--- src/rtl/led_cmd_ctl.sv ---
// led_cmd_ctl: byte-stream command parser driving NUM_CH LED banks of LED_W
// bits. Each bank is shown static, blinking, or with its halves swapped
// while the button is held. Single clock domain (clk_rx).
module led_cmd_ctl #(
  parameter int NUM_CH     = 4,
  parameter int LED_W      = 8,
  parameter int BLINK_HALF = 31_250_000,
  parameter int TIMEOUT    = 1_250_000
) (
  input  logic                    clk_rx,
  input  logic                    rst_clk_rx,
  input  logic                    btn_clk_rx,
  input  logic [7:0]              rx_data,
  input  logic                    rx_data_rdy,
  output logic [NUM_CH*LED_W-1:0] led_o,
  output logic                    cmd_done,
  output logic                    cmd_err
);

  localparam int NB    = LED_W / 8;
  localparam int HALF  = LED_W / 2;
  localparam int CNT_W = $clog2(NB + 1);
  localparam int TO_W  = $clog2(TIMEOUT + 1);
  localparam int BL_W  = $clog2(BLINK_HALF + 1);
  localparam logic [3:0] NCH = 4'(NUM_CH);

  localparam logic [1:0] M_STATIC = 2'd0;
  localparam logic [1:0] M_BLINK  = 2'd1;
  localparam logic [1:0] M_SWAP   = 2'd2;

  typedef enum logic [1:0] {S_IDLE, S_DATA, S_MODE} state_t;

  state_t             state_q, state_d;
  logic [TO_W-1:0]    to_cnt_q, to_cnt_d;
  logic [CNT_W-1:0]   byte_cnt_q, byte_cnt_d;
  logic [LED_W-1:0]   asm_q, asm_d;
  logic [2:0]         ch_q, ch_d;
  logic [LED_W-1:0]   value_q [NUM_CH];
  logic [LED_W-1:0]   value_d [NUM_CH];
  logic [1:0]         mode_q [NUM_CH];
  logic [1:0]         mode_d [NUM_CH];
  logic               done_q, done_d;
  logic               err_q, err_d;
  logic [BL_W-1:0]    bl_cnt_q;
  logic               phase_q;
  logic [NUM_CH*LED_W-1:0] led_q, led_d;

  logic [1:0]         op;
  logic [2:0]         cmd_ch;
  logic               timeout;
  logic               new_ch_ok;
  logic               cur_ch_ok;
  logic [LED_W+7:0]   shift_w;

  assign op        = rx_data[7:6];
  assign cmd_ch    = rx_data[2:0];
  assign new_ch_ok = ({1'b0, cmd_ch} < NCH);
  assign cur_ch_ok = ({1'b0, ch_q} < NCH);
  // Bytes arrive LSB first, so each new byte enters at the top and shifts down.
  assign shift_w   = {rx_data, asm_q};
  // The abort fires so that cmd_err lands TIMEOUT cycles after the last byte;
  // a strobe in that same cycle is parsed as a fresh command.
  assign timeout   = (state_q != S_IDLE) && (to_cnt_q == TO_W'(TIMEOUT - 2));

  // Command parser: next state, payload assembly, register-file updates.
  always_comb begin
    state_d    = state_q;
    to_cnt_d   = to_cnt_q;
    byte_cnt_d = byte_cnt_q;
    asm_d      = asm_q;
    ch_d       = ch_q;
    value_d    = value_q;
    mode_d     = mode_q;
    done_d     = 1'b0;
    err_d      = 1'b0;

    if (timeout) begin
      err_d    = 1'b1;
      state_d  = S_IDLE;
      to_cnt_d = '0;
    end

    if (state_q == S_IDLE || timeout) begin
      if (rx_data_rdy) begin
        case (op)
          2'b00: begin
            state_d    = S_DATA;
            byte_cnt_d = '0;
            ch_d       = cmd_ch;
            to_cnt_d   = '0;
          end
          2'b01: begin
            state_d  = S_MODE;
            ch_d     = cmd_ch;
            to_cnt_d = '0;
          end
          2'b10: begin
            if (new_ch_ok) begin
              for (int k = 0; k < NUM_CH; k++)
                if (cmd_ch == 3'(k)) value_d[k] = '0;
              done_d = 1'b1;
            end else begin
              err_d = 1'b1;
            end
          end
          default: begin
            for (int k = 0; k < NUM_CH; k++) begin
              value_d[k] = '0;
              mode_d[k]  = M_STATIC;
            end
            done_d = 1'b1;
          end
        endcase
      end
    end else if (rx_data_rdy) begin
      to_cnt_d = '0;
      if (state_q == S_DATA) begin
        asm_d = shift_w[LED_W+7:8];
        if (byte_cnt_q == CNT_W'(NB - 1)) begin
          state_d    = S_IDLE;
          byte_cnt_d = '0;
          if (cur_ch_ok) begin
            for (int k = 0; k < NUM_CH; k++)
              if (ch_q == 3'(k)) value_d[k] = shift_w[LED_W+7:8];
            done_d = 1'b1;
          end else begin
            err_d = 1'b1;
          end
        end else begin
          byte_cnt_d = byte_cnt_q + CNT_W'(1);
        end
      end else begin
        state_d = S_IDLE;
        if (cur_ch_ok && rx_data < 8'd3) begin
          for (int k = 0; k < NUM_CH; k++)
            if (ch_q == 3'(k)) mode_d[k] = rx_data[1:0];
          done_d = 1'b1;
        end else begin
          err_d = 1'b1;
        end
      end
    end else begin
      to_cnt_d = to_cnt_q + TO_W'(1);
    end
  end

  // Parser and register-file state.
  always_ff @(posedge clk_rx) begin
    if (rst_clk_rx) begin
      state_q    <= S_IDLE;
      to_cnt_q   <= '0;
      byte_cnt_q <= '0;
      asm_q      <= '0;
      ch_q       <= '0;
      done_q     <= 1'b0;
      err_q      <= 1'b0;
      for (int k = 0; k < NUM_CH; k++) begin
        value_q[k] <= '0;
        mode_q[k]  <= M_STATIC;
      end
    end else begin
      state_q    <= state_d;
      to_cnt_q   <= to_cnt_d;
      byte_cnt_q <= byte_cnt_d;
      asm_q      <= asm_d;
      ch_q       <= ch_d;
      done_q     <= done_d;
      err_q      <= err_d;
      value_q    <= value_d;
      mode_q     <= mode_d;
    end
  end

  // Free-running blink timer; phase starts on and flips at every wrap.
  always_ff @(posedge clk_rx) begin
    if (rst_clk_rx) begin
      bl_cnt_q <= '0;
      phase_q  <= 1'b1;
    end else if (bl_cnt_q == BL_W'(BLINK_HALF - 1)) begin
      bl_cnt_q <= '0;
      phase_q  <= ~phase_q;
    end else begin
      bl_cnt_q <= bl_cnt_q + BL_W'(1);
    end
  end

  // Per-channel display rendering from value, mode, phase and button.
  always_comb begin
    led_d = '0;
    for (int k = 0; k < NUM_CH; k++) begin
      case (mode_q[k])
        M_BLINK: led_d[k*LED_W +: LED_W] = phase_q ? value_q[k] : '0;
        M_SWAP:  led_d[k*LED_W +: LED_W] = btn_clk_rx ?
                   {value_q[k][HALF-1:0], value_q[k][LED_W-1:HALF]} : value_q[k];
        default: led_d[k*LED_W +: LED_W] = value_q[k];
      endcase
    end
  end

  // Registered LED drive.
  always_ff @(posedge clk_rx) begin
    if (rst_clk_rx) led_q <= '0;
    else            led_q <= led_d;
  end

  assign led_o    = led_q;
  assign cmd_done = done_q;
  assign cmd_err  = err_q;

endmodule
--- config.mk ---
export PLATFORM = sky130hd
export DESIGN_NAME = led_cmd_ctl
export DESIGN_NICKNAME = d
export VERILOG_FILES = /design/src/rtl/led_cmd_ctl.sv
export SDC_FILE = /design/constraint.sdc
export NUM_CORES = 1
export LEC_CHECK = 0
export BUFFER_PORTS_ARGS = -buffer_cell sky130_fd_sc_hd__buf_2
export CAP_MARGIN = 25
export CORE_MARGIN = 2
export CORE_UTILIZATION = 40
export CTS_BUF_LIST = sky130_fd_sc_hd__clkbuf_16
export CTS_CLUSTER_DIAMETER = 50
export DETAILED_ROUTE_END_ITERATION = 16
export PLACE_DENSITY = 0.56
export SYNTH_ARGS = -nofsm -noshare
export SYNTH_HDL_FRONTEND = slang
export SYNTH_SLANG_ARGS = --single-unit
--- constraint.sdc ---
create_clock -name clk_rx -period 4.2 [get_ports clk_rx]
set_input_delay 0.21 -clock clk_rx [delete_from_list [all_inputs] [get_ports clk_rx]]
set_output_delay 0.21 -clock clk_rx [all_outputs]
set_load 0.01 [all_outputs]
# [Word level (Yosys, flattened, before mapping)]
# Index checks and enable logic that the tools add are counted.
[op_classes] add_sub_neg=3 n_lt_le_gt_ge=3 n_eq_ne=29 n_mux=75 bitwise=1 reduce_logical=28
[op_table] operator="$mux 32" count=7
[op_table] operator="$mux 8" count=22
[op_table] operator="$mux 21" count=5
[op_table] operator="$pmux 32 s2" count=1
[op_table] operator="$pmux 8 s2" count=4
[op_table] operator="$reduce_and 8->1" count=4
[op_table] operator="$add 25x1->25 const B" count=1
[op_table] operator="$eq 25x25->1 const B" count=1
[op_table] operator="$mux 1" count=24
[op_table] operator="$add 21x1->21 const B" count=1
[op_table] operator="$eq 21x21->1 const B" count=1
[op_table] operator="$mux 2" count=10
[op_table] operator="$reduce_and 5->1" count=4
[op_table] operator="$reduce_bool 2->1" count=8
[op_table] operator="$ne 3x3->1 const B" count=5
[op_table] operator="$eq 2x1->1 const B" count=6
[op_table] operator="$eq 3x2->1 const B" count=4
[op_table] operator="$eq 2x2->1 const B" count=5
[op_table] operator="$lt 8x2->1 const B" count=1
[op_table] operator="$eq 3x1->1 const B" count=2
[op_table] operator="$logic_not 3->1" count=2
[op_table] operator="$lt 3x3->1 const B" count=2
[op_table] operator="$ne 2x2->1 const B" count=3
[op_table] operator="$reduce_and 3->1" count=2
[op_table] operator="10 further kinds" count=14
[word_totals] reg_bits=127 in_bits=12 out_inout_bits=34 wordCells=156

# [Longest topological paths before layout]
[logic_depth] ltp_word=8 ltp_mapped=9

# [Worst setup path after synthesis]
# No wires, ideal clock.
[synth_timing] path_type="register to register" from="register to_cnt_q[0]" to="register value_q[16] (netlist name)" setup_ps=74 t_arrival_ps=1924 setup_slack_ps=2202 stages_incl_launch_ff=8 n_path_buf=0 path_cell_list="dfxtp_1 -> inv_1 -> ha_1 -> nor4b_4 -> and3_4 -> o311a_1 -> a221oi_4 -> mux2i_1"
[synth_via] elab_chain_len=5
[synth_lines] item="start: declaration" line_no="34" rtl="logic [TO_W-1:0] to_cnt_q, to_cnt_d;"
[synth_lines] item="start signal: assignment" line_no="163" rtl="to_cnt_q <= to_cnt_d;"
[synth_lines] item="$eq 21x21->1 (*)" line_no="63" rtl="assign timeout = (state_q != S_IDLE) && (to_cnt_q == TO_W'(TIMEOUT - 2));"
[synth_lines] item="$logic_and 1x1->1 (*)" line_no="63"
[synth_lines] item="$logic_or 1x1->1 (*)" line_no="83" rtl="if (state_q == S_IDLE || timeout) begin"
[synth_lines] item="$ne 3x3->1 (no source line), or another cell as far along"
[synth_lines] item="$reduce_and 8->1 (no source line)"
[synth_lines] item="end signal: assignment" line_no="169" rtl="value_q <= value_d;"
[synth_lines] item="end: declaration" line_no="38" rtl="logic [LED_W-1:0] value_q [NUM_CH];"
# Every way passes the cells marked *; elsewhere a longest branch is shown, timed or not.
# A chain may end at the register's enable or synchronous reset.

# [Final worst setup path]
[layout_timing] from="register bl_cnt_q[0]" to="register bl_cnt_q[2]"
[layout_via] elab_chain_len=2
[layout_lines] item="start: declaration" line_no="44" rtl="logic [BL_W-1:0] bl_cnt_q;"
[layout_lines] item="start signal: assignment" line_no="183" rtl="bl_cnt_q <= bl_cnt_q + BL_W'(1);"
[layout_lines] item="parallel branches: the longest is 2 deep, another holds $add 25x1->25"
# Several ways; the timed one is not identified.

==> impl_metrics.ini <==
[cts]
cts.sinks = 126
ctsResizeCount = 0
cts_hold_buf = 0
clk_path_buf_depth = 2
cts_tree = built
path_clk_slew_ns = 0.05
clockRootBuffer = clkbuf_16
postCtsSetupRepairBufs = 0
clkLatencyLatePin_ns = 0.42
numCtsBuffers = 17
htreeDepth = 4

[route]
drc = 0
viasPerCell = 5.606
wire_per_inst_um = 16.29
met2WireLength_um = 6820
highest_layer = met4
drt_iter0_drc = 297
drtPass1Iterations = 5
via_count = 5023
met1_length_um = 6884
final_antenna_net_count = 0
wl_um = 14600
wl_met3_um = 547

[logic_synthesis]
synth_cell_type_count = 62
synth_edf_count = 0
avgSynthCellArea_um2 = 8.809
async_flop_share_pct = 0
synthCells = 667
ys_seq_area_share_pct = 42.93
synth_fp_nets = 690
yosys.area.top_type = dfxtp_1
syn_area_um2 = 5876
netlist.area_leader.share_pct = 42.93
synthFlopType = dfxtp_1
ys_ff_latch = 126
yosys-top-cells-area = dfxtp_1 43%, nor2_1 5.4%, a22oi_1 4.1%
ys_warn_count = 0

[final_layout]
drive_gt1_share_pct = 12.92
fin_nets = 722
antennaDiodeCount = 0
syn2layout_area_growth_pct = 16.12

[grt]
grt_start_max_net_pins = 56
grt_first_pass_wirelength_um = 24650
antenna_found_initial = 0
overflow = 0
grt_pass1_vias = 4907
grt_usage_pct = 19.39

[sta]
clock.fmax_mhz = 402.5
setup_viol = 0
fin_ws_ns = 1.716
finalSetupTns_ns = 0
final-hold-violation-count = 0
fin_skew_ns = 0.008617
maxSlewHeadroom_pct = 32.65
slew_violations = 0
timing.hold.ws_ns = 0.08755
period_needed_ns = 2.484
tightest_slew_ns = 1.008
fin_crit_sh_pct = 59.15
rsz0062_at_grt = false

[job]
maxCapViolCount = 0

[worst_hold_path]
hp-class = in -> reg

[power]
ir_worst_vdd_uv = 271.3
finalPower_mw = 2.890
p_per_area_nw_per_um2 = 423.5
power_leakage_nw = 2.396

[die]
die_x_um = 125.2
num_rows = 44
core_um2 = 14420
ios = 46
die_area_um2 = 15680
start_util_pct = 40.74
die_h_um = 125.2

[critical_path]
start_kind = flop
path_cells = ha_1, and3_1, nand3_1, nor4_1, or2_1, nor2_1
worst_setup_path_end_kind = flop
r2r_slack_ns = 1.72
critPathSlowestCell = or2_1
crit_family = simple AND/OR/NAND/NOR gates
slowest_delay_ns = 0.74
critPathMaxFanout = 25
crit_required_ns = 4.47
crit_arrival_ns = 2.75
worst-setup-path-type = reg -> reg
worst-path-buf-inv = 0

[placement]
place_hpwl_um = 10410
io_buffers = 45
place_congestion = 0.8682
detailedPlace.worstSlack_ns = 1.672

[outcome]
status = finished clean
==> final timing paths <==
kind         cells past startpoint     endpoint        start
max                              6  bl_cnt_q[2]  bl_cnt_q[0]
min                              3  value_q[28]   rx_data[4]
max reg2reg                      6  bl_cnt_q[2]  bl_cnt_q[0]
min reg2reg                      1  bl_cnt_q[0]  bl_cnt_q[0]
==> cells in the mapped netlist, types with 6 or more instances <==
master and count:
o21ai_0 8, and3_1 7, dfxtp_1 126, and4_1 7, clkbuf_1 20, xnor2_1 16, mux2i_1 19, inv_1 28
ha_1 11, nor3_1 20, nand2b_1 31, nand2_1 44, nor2_1 84, nand4_1 15, a22oi_1 32, o32ai_1 11
or3_1 14, xor2_1 8, a21oi_1 18, a31oi_1 14, nand3_1 34, nor4_1 6, a32o_1 8, buf_2 13
==> where the power goes <==
| part | total (mW) | leakage (nW) | internal, mW | switching [mW] |
|---|---|---|---|---|
| logic | 0.134 | 1.08 | 0.0417 | 0.0918 |
| clock network | 1.54 | 0.300 | 0.990 | 0.553 |
| registers | 1.21 | 1.02 | 1.20 | 0.00864 |
| total | 2.89 | 2.40 | 2.24 | 0.653 |
==> flip-flops by register name, indices dropped and copies added (netlist names) <==
signal	flops
to_cnt_q	21
ch_q	3
cmd_err	1
phase_q	1
bl_cnt_q	25
mode_q	8
led_o	32
state_q	2
cmd_done	1
value_q	32
==> per-stage QoR <==
step	cell area, µm²	instances	utilization, %
global placement	6202	864	43.00
CTS	6823	896	47.30
finish	6823	896	47.30
detailed placement	6202	864	43.00
global route	6823	896	47.30
floorplan	5876	667	-
==> kinds of logic (layout without fill, tap and decap cells) <==
group / Yosys count / after routing / synth area share [%]
and+or+nand+nor: 290 / 290 / 26.41
AOI/OAI and AO/OA: 133 / 133 / 17.14
DFF: 126 / 126 / 42.93
buffers and inverters: 64 / 109 / 4.365
xor gates and xnor gates: 24 / 24 / 3.577
muxes: 19 / 19 / 3.237
adders and majority gates: 11 / 11 / 2.342
==> worst min-delay path, cell delays in order <==
cell,delay (ns)
buf_2,0.13
inv_1,0.05
o32ai_1,0.05
==> placed cells by master, fill, tap and decap left out, types with 18 or more instances in the layout <==
master	count
dfxtp_1	126
buf_2	45
nor3_1	20
nand2_1	44
nand3_1	34
nand2b_1	31
a22oi_1	32
nor2_1	84
inv_1	28
a21oi_1	18
mux2i_1	19
==> layout make-up <==
cell class                 instances  area (µm²)
fill                            1422        7601
inverter                          30       112.6
multi-input combinational        477        3097
clock buffer                      17       425.4
tap                              184       230.2
clock inverter                    15       195.2
sequential                       126        2522
timing repair buffer              47       240.2
==> layer usage <==
| layer | up-vias | track usage [%] |
|---|---|---|
| met5 | - | 0 |
| met1 | 2382 | 24.75 |
| met2 | 119 | 31.55 |
| li1 | 2490 | - |
| met4 | 0 | 7.386 |
| met3 | 32 | 5.049 |
(Power assumes the default switching activity.)
